File: src/rtl/pc_gen_if.sv
// Fetch-PC generator bundle: pipeline control in, fetch PC and RAS/redirect status out.
// The master drives the controls and the slave (pc_gen) drives the PC and status.
interface pc_gen_if #(
  parameter int unsigned PC_W    = 32,
  parameter int unsigned N_STALL = 2
);

  logic               start_i;
  logic [N_STALL-1:0] stall_i;
  logic               hazard_i;
  logic               exc_i;
  logic               br_taken_i;
  logic [PC_W-1:0]    br_target_i;
  logic               call_i;
  logic               ret_i;

  logic [PC_W-1:0]    pc_o;
  logic [PC_W-1:0]    pc_next_o;
  logic               ras_empty_o;
  logic               redir_pend_o;

  modport master (
    output start_i, stall_i, hazard_i, exc_i, br_taken_i, br_target_i, call_i, ret_i,
    input  pc_o, pc_next_o, ras_empty_o, redir_pend_o
  );

  modport slave (
    input  start_i, stall_i, hazard_i, exc_i, br_taken_i, br_target_i, call_i, ret_i,
    output pc_o, pc_next_o, ras_empty_o, redir_pend_o
  );

endinterface

File: src/rtl/pc_gen.sv
// Fetch-PC generator: stall/hazard holds, exception/branch redirects with a pending latch
// for redirects seen during a stall, and a circular return-address stack for call/return.
module pc_gen #(
  parameter int unsigned     PC_W       = 32,
  parameter logic [PC_W-1:0] RESET_VEC  = '0,
  parameter logic [PC_W-1:0] EXC_VEC    = PC_W'(32'h80),
  parameter int unsigned     INST_BYTES = 4,
  parameter int unsigned     N_STALL    = 2,
  parameter int unsigned     RAS_DEPTH  = 4
) (
  input  logic      clk_i,
  input  logic      rst_i,
  pc_gen_if.slave   bus
);

  localparam int unsigned     PTR_W   = (RAS_DEPTH > 1) ? $clog2(RAS_DEPTH) : 1;
  localparam int unsigned     CNT_W   = $clog2(RAS_DEPTH + 1);
  localparam logic [PC_W-1:0] INC     = PC_W'(INST_BYTES);
  localparam logic [CNT_W-1:0] CNT_MAX = CNT_W'(RAS_DEPTH);

  typedef enum logic [1:0] {
    PEND_NONE,
    PEND_BR,
    PEND_EXC
  } pend_e;

  pend_e             pend_q, pend_d;
  logic [PC_W-1:0]   pend_tgt_q, pend_tgt_d;
  logic [PC_W-1:0]   pc_q, pc_d;
  logic [PC_W-1:0]   ras_q [RAS_DEPTH];
  logic [PTR_W-1:0]  ptr_q, ptr_d;
  logic [CNT_W-1:0]  cnt_q, cnt_d;

  logic              ras_we;
  logic [PTR_W-1:0]  ras_widx;
  logic [PC_W-1:0]   ras_wdata;

  logic [N_STALL-1:0] stall_w;
  logic               stalled;
  logic [PC_W-1:0]    seq_pc;
  logic [PTR_W-1:0]   top_idx;
  logic [PC_W-1:0]    ras_top;

  assign stall_w = bus.stall_i;
  assign stalled = |stall_w;
  assign seq_pc  = pc_q + INC;
  assign top_idx = ptr_q - PTR_W'(1);
  assign ras_top = ras_q[top_idx];

  // State registers: PC, pending redirect, RAS pointer/count
  always_ff @(posedge clk_i or negedge rst_i) begin
    if (!rst_i) begin
      pc_q       <= RESET_VEC;
      pend_q     <= PEND_NONE;
      pend_tgt_q <= '0;
      ptr_q      <= '0;
      cnt_q      <= '0;
    end else begin
      pc_q       <= pc_d;
      pend_q     <= pend_d;
      pend_tgt_q <= pend_tgt_d;
      ptr_q      <= ptr_d;
      cnt_q      <= cnt_d;
    end
  end

  // RAS storage; contents are meaningless once cnt_q says empty
  always_ff @(posedge clk_i or negedge rst_i) begin
    if (!rst_i) begin
      for (int i = 0; i < int'(RAS_DEPTH); i++) ras_q[i] <= '0;
    end else if (ras_we) begin
      ras_q[ras_widx] <= ras_wdata;
    end
  end

  // Next-state selection in strict priority order
  always_comb begin
    pc_d       = pc_q;
    pend_d     = pend_q;
    pend_tgt_d = pend_tgt_q;
    ptr_d      = ptr_q;
    cnt_d      = cnt_q;
    ras_we     = 1'b0;
    ras_widx   = ptr_q;
    ras_wdata  = seq_pc;

    if (stalled) begin
      // An exception outranks, and may overwrite, a pending branch but never the reverse
      if (bus.exc_i) begin
        pend_d     = PEND_EXC;
        pend_tgt_d = EXC_VEC;
      end else if (bus.br_taken_i && (pend_q != PEND_EXC)) begin
        pend_d     = PEND_BR;
        pend_tgt_d = bus.br_target_i;
      end
    end else if (!bus.start_i) begin
      pc_d   = RESET_VEC;
      pend_d = PEND_NONE;
      ptr_d  = '0;
      cnt_d  = '0;
    end else if (bus.exc_i) begin
      pc_d   = EXC_VEC;
      pend_d = PEND_NONE;
      ptr_d  = '0;
      cnt_d  = '0;
    end else if (pend_q != PEND_NONE) begin
      pc_d   = pend_tgt_q;
      pend_d = PEND_NONE;
    end else if (bus.br_taken_i) begin
      pc_d = bus.br_target_i;
    end else if (bus.hazard_i) begin
      pc_d = pc_q;
    end else if (bus.ret_i && (cnt_q != '0)) begin
      pc_d = ras_top;
      // Call+return reuses the popped slot, so depth is unchanged
      if (bus.call_i) begin
        ras_we   = 1'b1;
        ras_widx = top_idx;
      end else begin
        ptr_d = top_idx;
        cnt_d = cnt_q - CNT_W'(1);
      end
    end else begin
      pc_d = seq_pc;
      if (bus.call_i) begin
        ras_we = 1'b1;
        ptr_d  = ptr_q + PTR_W'(1);
        if (cnt_q != CNT_MAX) cnt_d = cnt_q + CNT_W'(1);
      end
    end
  end

  assign bus.pc_o         = pc_q;
  assign bus.pc_next_o    = pc_d;
  assign bus.ras_empty_o  = (cnt_q == '0);
  assign bus.redir_pend_o = (pend_q != PEND_NONE);

endmodule

File: src/flat_wrapper.sv
// flat-port wrapper written by rule: the top's interface ports become plain ports
module pc_gen_flat 
#(
  parameter int unsigned     PC_W       = 32,
  parameter logic [PC_W-1:0] RESET_VEC  = '0,
  parameter logic [PC_W-1:0] EXC_VEC    = PC_W'(32'h80),
  parameter int unsigned     INST_BYTES = 4,
  parameter int unsigned     N_STALL    = 2,
  parameter int unsigned     RAS_DEPTH  = 4
)
  (clk_i, rst_i, bus_start_i, bus_stall_i, bus_hazard_i, bus_exc_i, bus_br_taken_i, bus_br_target_i, bus_call_i, bus_ret_i, bus_pc_o, bus_pc_next_o, bus_ras_empty_o, bus_redir_pend_o);
  pc_gen_if #(.PC_W(PC_W), .N_STALL(N_STALL)) bus_i ();
  input  logic clk_i;
  input  logic rst_i;
  input wire logic [$bits(bus_i.start_i)-1:0] bus_start_i;
  input wire logic [$bits(bus_i.stall_i)-1:0] bus_stall_i;
  input wire logic [$bits(bus_i.hazard_i)-1:0] bus_hazard_i;
  input wire logic [$bits(bus_i.exc_i)-1:0] bus_exc_i;
  input wire logic [$bits(bus_i.br_taken_i)-1:0] bus_br_taken_i;
  input wire logic [$bits(bus_i.br_target_i)-1:0] bus_br_target_i;
  input wire logic [$bits(bus_i.call_i)-1:0] bus_call_i;
  input wire logic [$bits(bus_i.ret_i)-1:0] bus_ret_i;
  output wire logic [$bits(bus_i.pc_o)-1:0] bus_pc_o;
  output wire logic [$bits(bus_i.pc_next_o)-1:0] bus_pc_next_o;
  output wire logic [$bits(bus_i.ras_empty_o)-1:0] bus_ras_empty_o;
  output wire logic [$bits(bus_i.redir_pend_o)-1:0] bus_redir_pend_o;
  assign bus_i.start_i = bus_start_i;
  assign bus_i.stall_i = bus_stall_i;
  assign bus_i.hazard_i = bus_hazard_i;
  assign bus_i.exc_i = bus_exc_i;
  assign bus_i.br_taken_i = bus_br_taken_i;
  assign bus_i.br_target_i = bus_br_target_i;
  assign bus_i.call_i = bus_call_i;
  assign bus_i.ret_i = bus_ret_i;
  assign bus_pc_o = bus_i.pc_o;
  assign bus_pc_next_o = bus_i.pc_next_o;
  assign bus_ras_empty_o = bus_i.ras_empty_o;
  assign bus_redir_pend_o = bus_i.redir_pend_o;
  pc_gen #(.PC_W(PC_W), .RESET_VEC(RESET_VEC), .EXC_VEC(EXC_VEC), .INST_BYTES(INST_BYTES), .N_STALL(N_STALL), .RAS_DEPTH(RAS_DEPTH)) u_core (.clk_i(clk_i), .rst_i(rst_i), .bus(bus_i));
endmodule
File: config.mk
export PLATFORM = sky130hd
export DESIGN_NAME = pc_gen_flat
export DESIGN_NICKNAME = d
export VERILOG_FILES = /design/src/rtl/pc_gen_if.sv /design/src/rtl/pc_gen.sv /design/src/flat_wrapper.sv
export SDC_FILE = /design/constraint.sdc
export NUM_CORES = 1
export LEC_CHECK = 0
export ABC_CLOCK_PERIOD_IN_PS = 5300
export CORE_ASPECT_RATIO = 1.25
export CORE_MARGIN = 3
export CORE_UTILIZATION = 30
export DETAILED_ROUTE_END_ITERATION = 10
export GPL_ROUTABILITY_DRIVEN = 0
export HOLD_SLACK_MARGIN = 0.06
export SYNTH_ARGS = -nofsm -noshare
export SYNTH_HDL_FRONTEND = slang
export SYNTH_SLANG_ARGS = --single-unit
File: constraint.sdc
create_clock -name clk_i -period 5.3 [get_ports clk_i]
set_input_delay 1.59 -clock clk_i [delete_from_list [all_inputs] [get_ports clk_i]]
set_output_delay 1.59 -clock clk_i [all_outputs]
set_load 0.005 [all_outputs]
* After elaboration in Yosys (flattened, before gate mapping)
Cells that the tools add are included.
** Word-level totals
- Flip-flop bits (word level) :: 199
- Bits of input ports :: 42
- Output and inout bits :: 66
- Word-level logic and storage cells :: 95
** Cells by class
- Add/sub/neg operators :: 5
- Magnitude comparators :: 3
- Equality and inequality tests :: 10
- Mux-type cells :: 53
- Bitwise logic cells :: 3
- Reduce and logical (&&, ||, !) cells :: 12
** Operator list (count)
- $mux W32 :: 12
- $bwmux W128 :: 1
- $bmux W32 S2 :: 1
- $demux W32 S2 :: 1
- $mux W2 :: 22
- $add A32 B3 Y32 const B :: 1
- $mux W3 :: 9
- $ne A3 B3 Y1 const B :: 4
- $ne A4 B1 Y1 const B :: 3
- $mux W1 :: 7
- $reduce_and A7 Y1 :: 1
- $ge A3 B3 Y1 const B :: 2
- $not A2 Y3 :: 2
- $reduce_and A6 Y1 :: 1
- $ne A4 B4 Y1 const B :: 1
- $reduce_and A2 Y1 :: 2
- $reduce_bool A2 Y1 :: 2
- $add A3 B1 Y3 const B :: 1
- $logic_and A1 B1 Y1 :: 3
- $logic_not A3 Y1 :: 1
- $lt A3 B1 Y1 const B :: 1
- $ne A3 B2 Y1 const B :: 1
- $reduce_bool A3 Y1 :: 1
- $sub A3 B1 Y3 const B :: 1
- other kinds (5) :: 5

* Depth between registers and ports, before layout
- Depth after elaboration :: 15
- Depth in mapped cells :: 10

* Least setup slack after synthesis
OpenSTA, ideal clock, no wires.
- Path kind :: input to output
- Start point :: input port bus_exc_i
- End point :: output port bus_pc_next_o[20]
- Arrival :: 3.167 ns
- Slack :: 0.543 ns
- Stages :: 5
- Cell sequence :: or4b_2 -> buf_2 -> nor3_1 -> o21ai_0 -> o311ai_1
** Between the ends
- Cells in the longest elaborated chain, start to end :: 3
** Ends and longest elaborated chain
- start: declaration :: line flat_wrapper.sv:18 : input wire logic [$bits(bus_i.exc_i)-1:0] bus_exc_i;
- $mux W32 :: line pc_gen.sv:101 : end else if (bus.exc_i) begin
- $mux W32 :: line pc_gen.sv:96 : end else if (!bus.start_i) begin
- $mux W32 :: line pc_gen.sv:87 : if (stalled) begin
- end: declaration :: line flat_wrapper.sv:24 : output wire logic [$bits(bus_i.pc_next_o)-1:0] bus_pc_next_o;
No other way between the ends.

* Worst setup path after layout
- Start point :: input port bus_ret_i
- End point :: output port bus_pc_next_o[14]
** Between the ends
- Cells in the longest elaborated chain, start to end :: 8
** Ends and longest elaborated chain
- start: declaration :: line flat_wrapper.sv:22 : input wire logic [$bits(bus_i.ret_i)-1:0] bus_ret_i;
- $logic_and A1 B1 Y1 :: line pc_gen.sv:113 : end else if (bus.ret_i && (cnt_q != '0)) begin
- $mux W32 :: line pc_gen.sv:113
- $mux W32 :: line pc_gen.sv:111 : end else if (bus.hazard_i) begin
- $mux W32 :: line pc_gen.sv:109 : end else if (bus.br_taken_i) begin
- $mux W32 :: line pc_gen.sv:106 : end else if (pend_q != PEND_NONE) begin
- $mux W32 :: line pc_gen.sv:101
- $mux W32 :: line pc_gen.sv:96
- $mux W32 :: line pc_gen.sv:87
No other way between the ends.

==> flow_summary.toml <==
[outcome]
outcome = "complete, no violations"

[logic_synthesis]
syn_area_per_cell_um2 = 9.49
async_flop_share = 1.00
synth_nets = 1149
yosys_most_used_dff = "dfrtp_1"
syn_area_um2 = 10500
synthDistinctLibCells = 73
synth-seq-cells = 199
synth_edf_count = 0
syn-instance-count = 1105
ys.warnings.count = 0
yosysSeqAreaShare = 0.475

[drt]
drt-wirelength-per-cell_um = 19.9
dr.first_iter.drc_count = 864
dr.pass1.iters = 5
vias = 9297
ant_nets = 0
drc = 0
wirelength_um = 34500
routed_via_density = 5.36

[sta]
finalMaxSlewViolations = 0
period_minus_slack_ns = 5.23
fin_tns_setup_ns = 0
hold_violations = 0
setup_violations = 0
fin_skew_ns = 0.00843
fin_hold_ws_ns = 0.471
worst_slew_pin_slew_ns = 0.941
fmax_mhz = 191
fin_crit_sh = 0.987
maxSlewHeadroom = 0.373
rsz0062_at_grt = "no"

[cells_and_area]
fin_nets = 1304
n_fill_cell = 3372
syn_to_final_growth_pct = 28.5
fin_util = 0.397
diodes = 0
drive_gt1_frac = 0.192
mostFrequentLayoutCell = "dfrtp_1"
final_cell_mix = "dfrtp_1, nand2_1, a21oi_1, nor2_1, buf_4"
final_area_um2 = 13500

[placed_design]
portBuffers = 107
dpl-instance-area_um2 = 12600
dp_hpwl_um = 24800

[global_routing]
antenna_found_initial = 0
grtUsageMet2 = 0.294
grt.met3_usage = 0.0305
grt_pass1_vias = 9231
grt_use_met1 = 0.243
busiest_layer = "met2"
grt_usage = 0.184
grt_max_degree = 144
gr-total-overflow = 0
grt_pass1_wl_um = 54100

[worst_setup_path]
arrival_ns = 3.64
crit_path_start_kind = "input port"
critical_path_peak_fanout = 12
endpoint_kind = "output port"
required_ns = 3.71
crit_type = "input port to output port"

[clock_network]
cts.clk_slew.worst_paths_ns = 0.07
root_buffer = "clkbuf_16"
clock_sinks = 199
cts_buffer_depth = 2
h-tree-depth = 4
cts-buffers-inserted = 17
tritoncts = "built"
clkLatencyLatePin_ns = 0.46

[floorplanning]
placementRows = 75
io_pins = 108
die_area_um2 = 37200
die_height_um = 215
core-area_um2 = 34000
die_width_um = 173
initial_core_util = 0.309

[power]
p_per_area_nw_per_um2 = 252
finalPower_uw = 3390
max-vdd-ir-drop_v = 0.000233
p_leak_uw = 0.00582

[job]
cap_violations = 0

[min_path]
hold_path_class = "flop to flop"
## cells by family (layout without fill, tap and decap cells)
group           Yosys count  count (layout)  share of synthesized area
compound gates          300             300                      0.171
flops                   199             199                      0.475
simple gates            418             418                      0.193
fa+ha+maj                 2               2                    0.00310
mux                      54              54                     0.0924
xor+xnor                 27              27                     0.0226
buf+inv                 105             273                     0.0429
## where the power goes
group / total (uW) / switching (uW) / internal (uW)
Sequential: 1660 / 85.7 / 1580
Clock: 1210 / 592 / 618
Combinational: 517 / 283 / 234
Total: 3390 / 961 / 2430
## synth_stat cells, drive strengths merged, types with 3 or more instances
| library cell | instances | area share |
|---|---|---|
| a21oi | 129 | 0.062 |
| and4 | 6 | 0.0050 |
| o211ai | 5 | 0.0036 |
| nand3b | 32 | 0.023 |
| xor2 | 8 | 0.0067 |
| clkbuf | 47 | 0.017 |
| or3 | 9 | 0.0054 |
| o2111ai | 4 | 0.0033 |
| o21ai | 81 | 0.039 |
| a211o | 3 | 0.0025 |
| buf | 41 | 0.020 |
| nand4 | 10 | 0.0074 |
| a221o | 8 | 0.0076 |
| nand2b | 5 | 0.0030 |
| o31ai | 5 | 0.0036 |
| o311ai | 3 | 0.0025 |
| mux4 | 32 | 0.069 |
| a221oi | 3 | 0.0025 |
| nand2 | 145 | 0.052 |
| a211oi | 6 | 0.0043 |
| nor2b | 3 | 0.0018 |
| o21a | 5 | 0.0036 |
| o221ai | 4 | 0.0033 |
| o22ai | 4 | 0.0024 |
| a22oi | 9 | 0.0064 |
| and2 | 4 | 0.0024 |
| inv | 15 | 0.0054 |
| mux2 | 16 | 0.018 |
| nand3 | 33 | 0.016 |
| xnor2 | 19 | 0.016 |
| nor4b | 3 | 0.0039 |
| mux2i | 6 | 0.0057 |
| o41ai | 3 | 0.0025 |
| nor4 | 14 | 0.010 |
| nor2 | 127 | 0.046 |
| nor3 | 11 | 0.0057 |
| and3 | 8 | 0.0048 |
| dfrtp | 199 | 0.48 |
| a31oi | 12 | 0.0072 |
## per-stage QoR
stage,worst slack [ns],cells
floorplan,0.543,1105
global placement,-0.492,1684
detailed placement,-0.503,1684
CTS,-0.110,1729
global route,0.0399,1735
finish,0.0713,1735
## state kept, by name, summed over array words and instances, names as in the netlist
name,count
u_core.ras_q,128
u_core.bus.pc_o,32
u_core.ptr_q,2
u_core.cnt_q,3
u_core.pend_q,2
u_core.pend_tgt_q,32
## final timing paths
check	startpoint	endpoint	slack [ns]	cells past startpoint
worst max-delay path	bus_ret_i	bus_pc_next_o[14]	0.07	11
worst min-delay path	u_core.pend_tgt_q[16]	u_core.pend_tgt_q[16]	0.47	2
worst max register to register	u_core.pend_q[0]	u_core.ras_q[101]	2.47	7
worst min register to register	u_core.pend_tgt_q[16]	u_core.pend_tgt_q[16]	0.47	2
max in group asynchronous	rst_i	u_core.ras_q[125]	3.06	2
min in group asynchronous	rst_i	u_core.ras_q[65]	1.11	1
## worst max-delay path: stages
cell             delay [ns]
dlygate4sd2_1          0.25
o31a_1                 0.13
inv_2                  0.08
buf_12                 0.15
buf_4                  0.13
nand2_1                0.12
nor4_1                 0.31
o21ai_0                0.13
o31ai_2                0.10
buf_4                  0.16
clkdlybuf4s50_1        0.48
## per-layer routing
layer | part of all wire | routed length, um
met5 | 0 | 0
met4 | 0.045 | 1550
met3 | 0.052 | 1800
met2 | 0.47 | 16200
met1 | 0.43 | 15000
## area by class of cell
type,count,area [um2],area share
flip-flops and latches,199,4980,0.370
clock buffers,23,458,0.0340
well taps,462,578,0.0429
repair buffers,224,2090,0.155
inverters,17,67.6,0.00501
clock inverters,9,68.8,0.00511
multi-input cells,801,5230,0.388
## what timing repair did
item / 4_1_cts / 5_1_grt
setup buffers: 13 / 7
gates resized for setup: 66 / 29
setup endpoints to repair: 32 / 21
pin swaps: 14 / 14
hold buffers: 0 / 0
(Power assumes the default switching activity.)
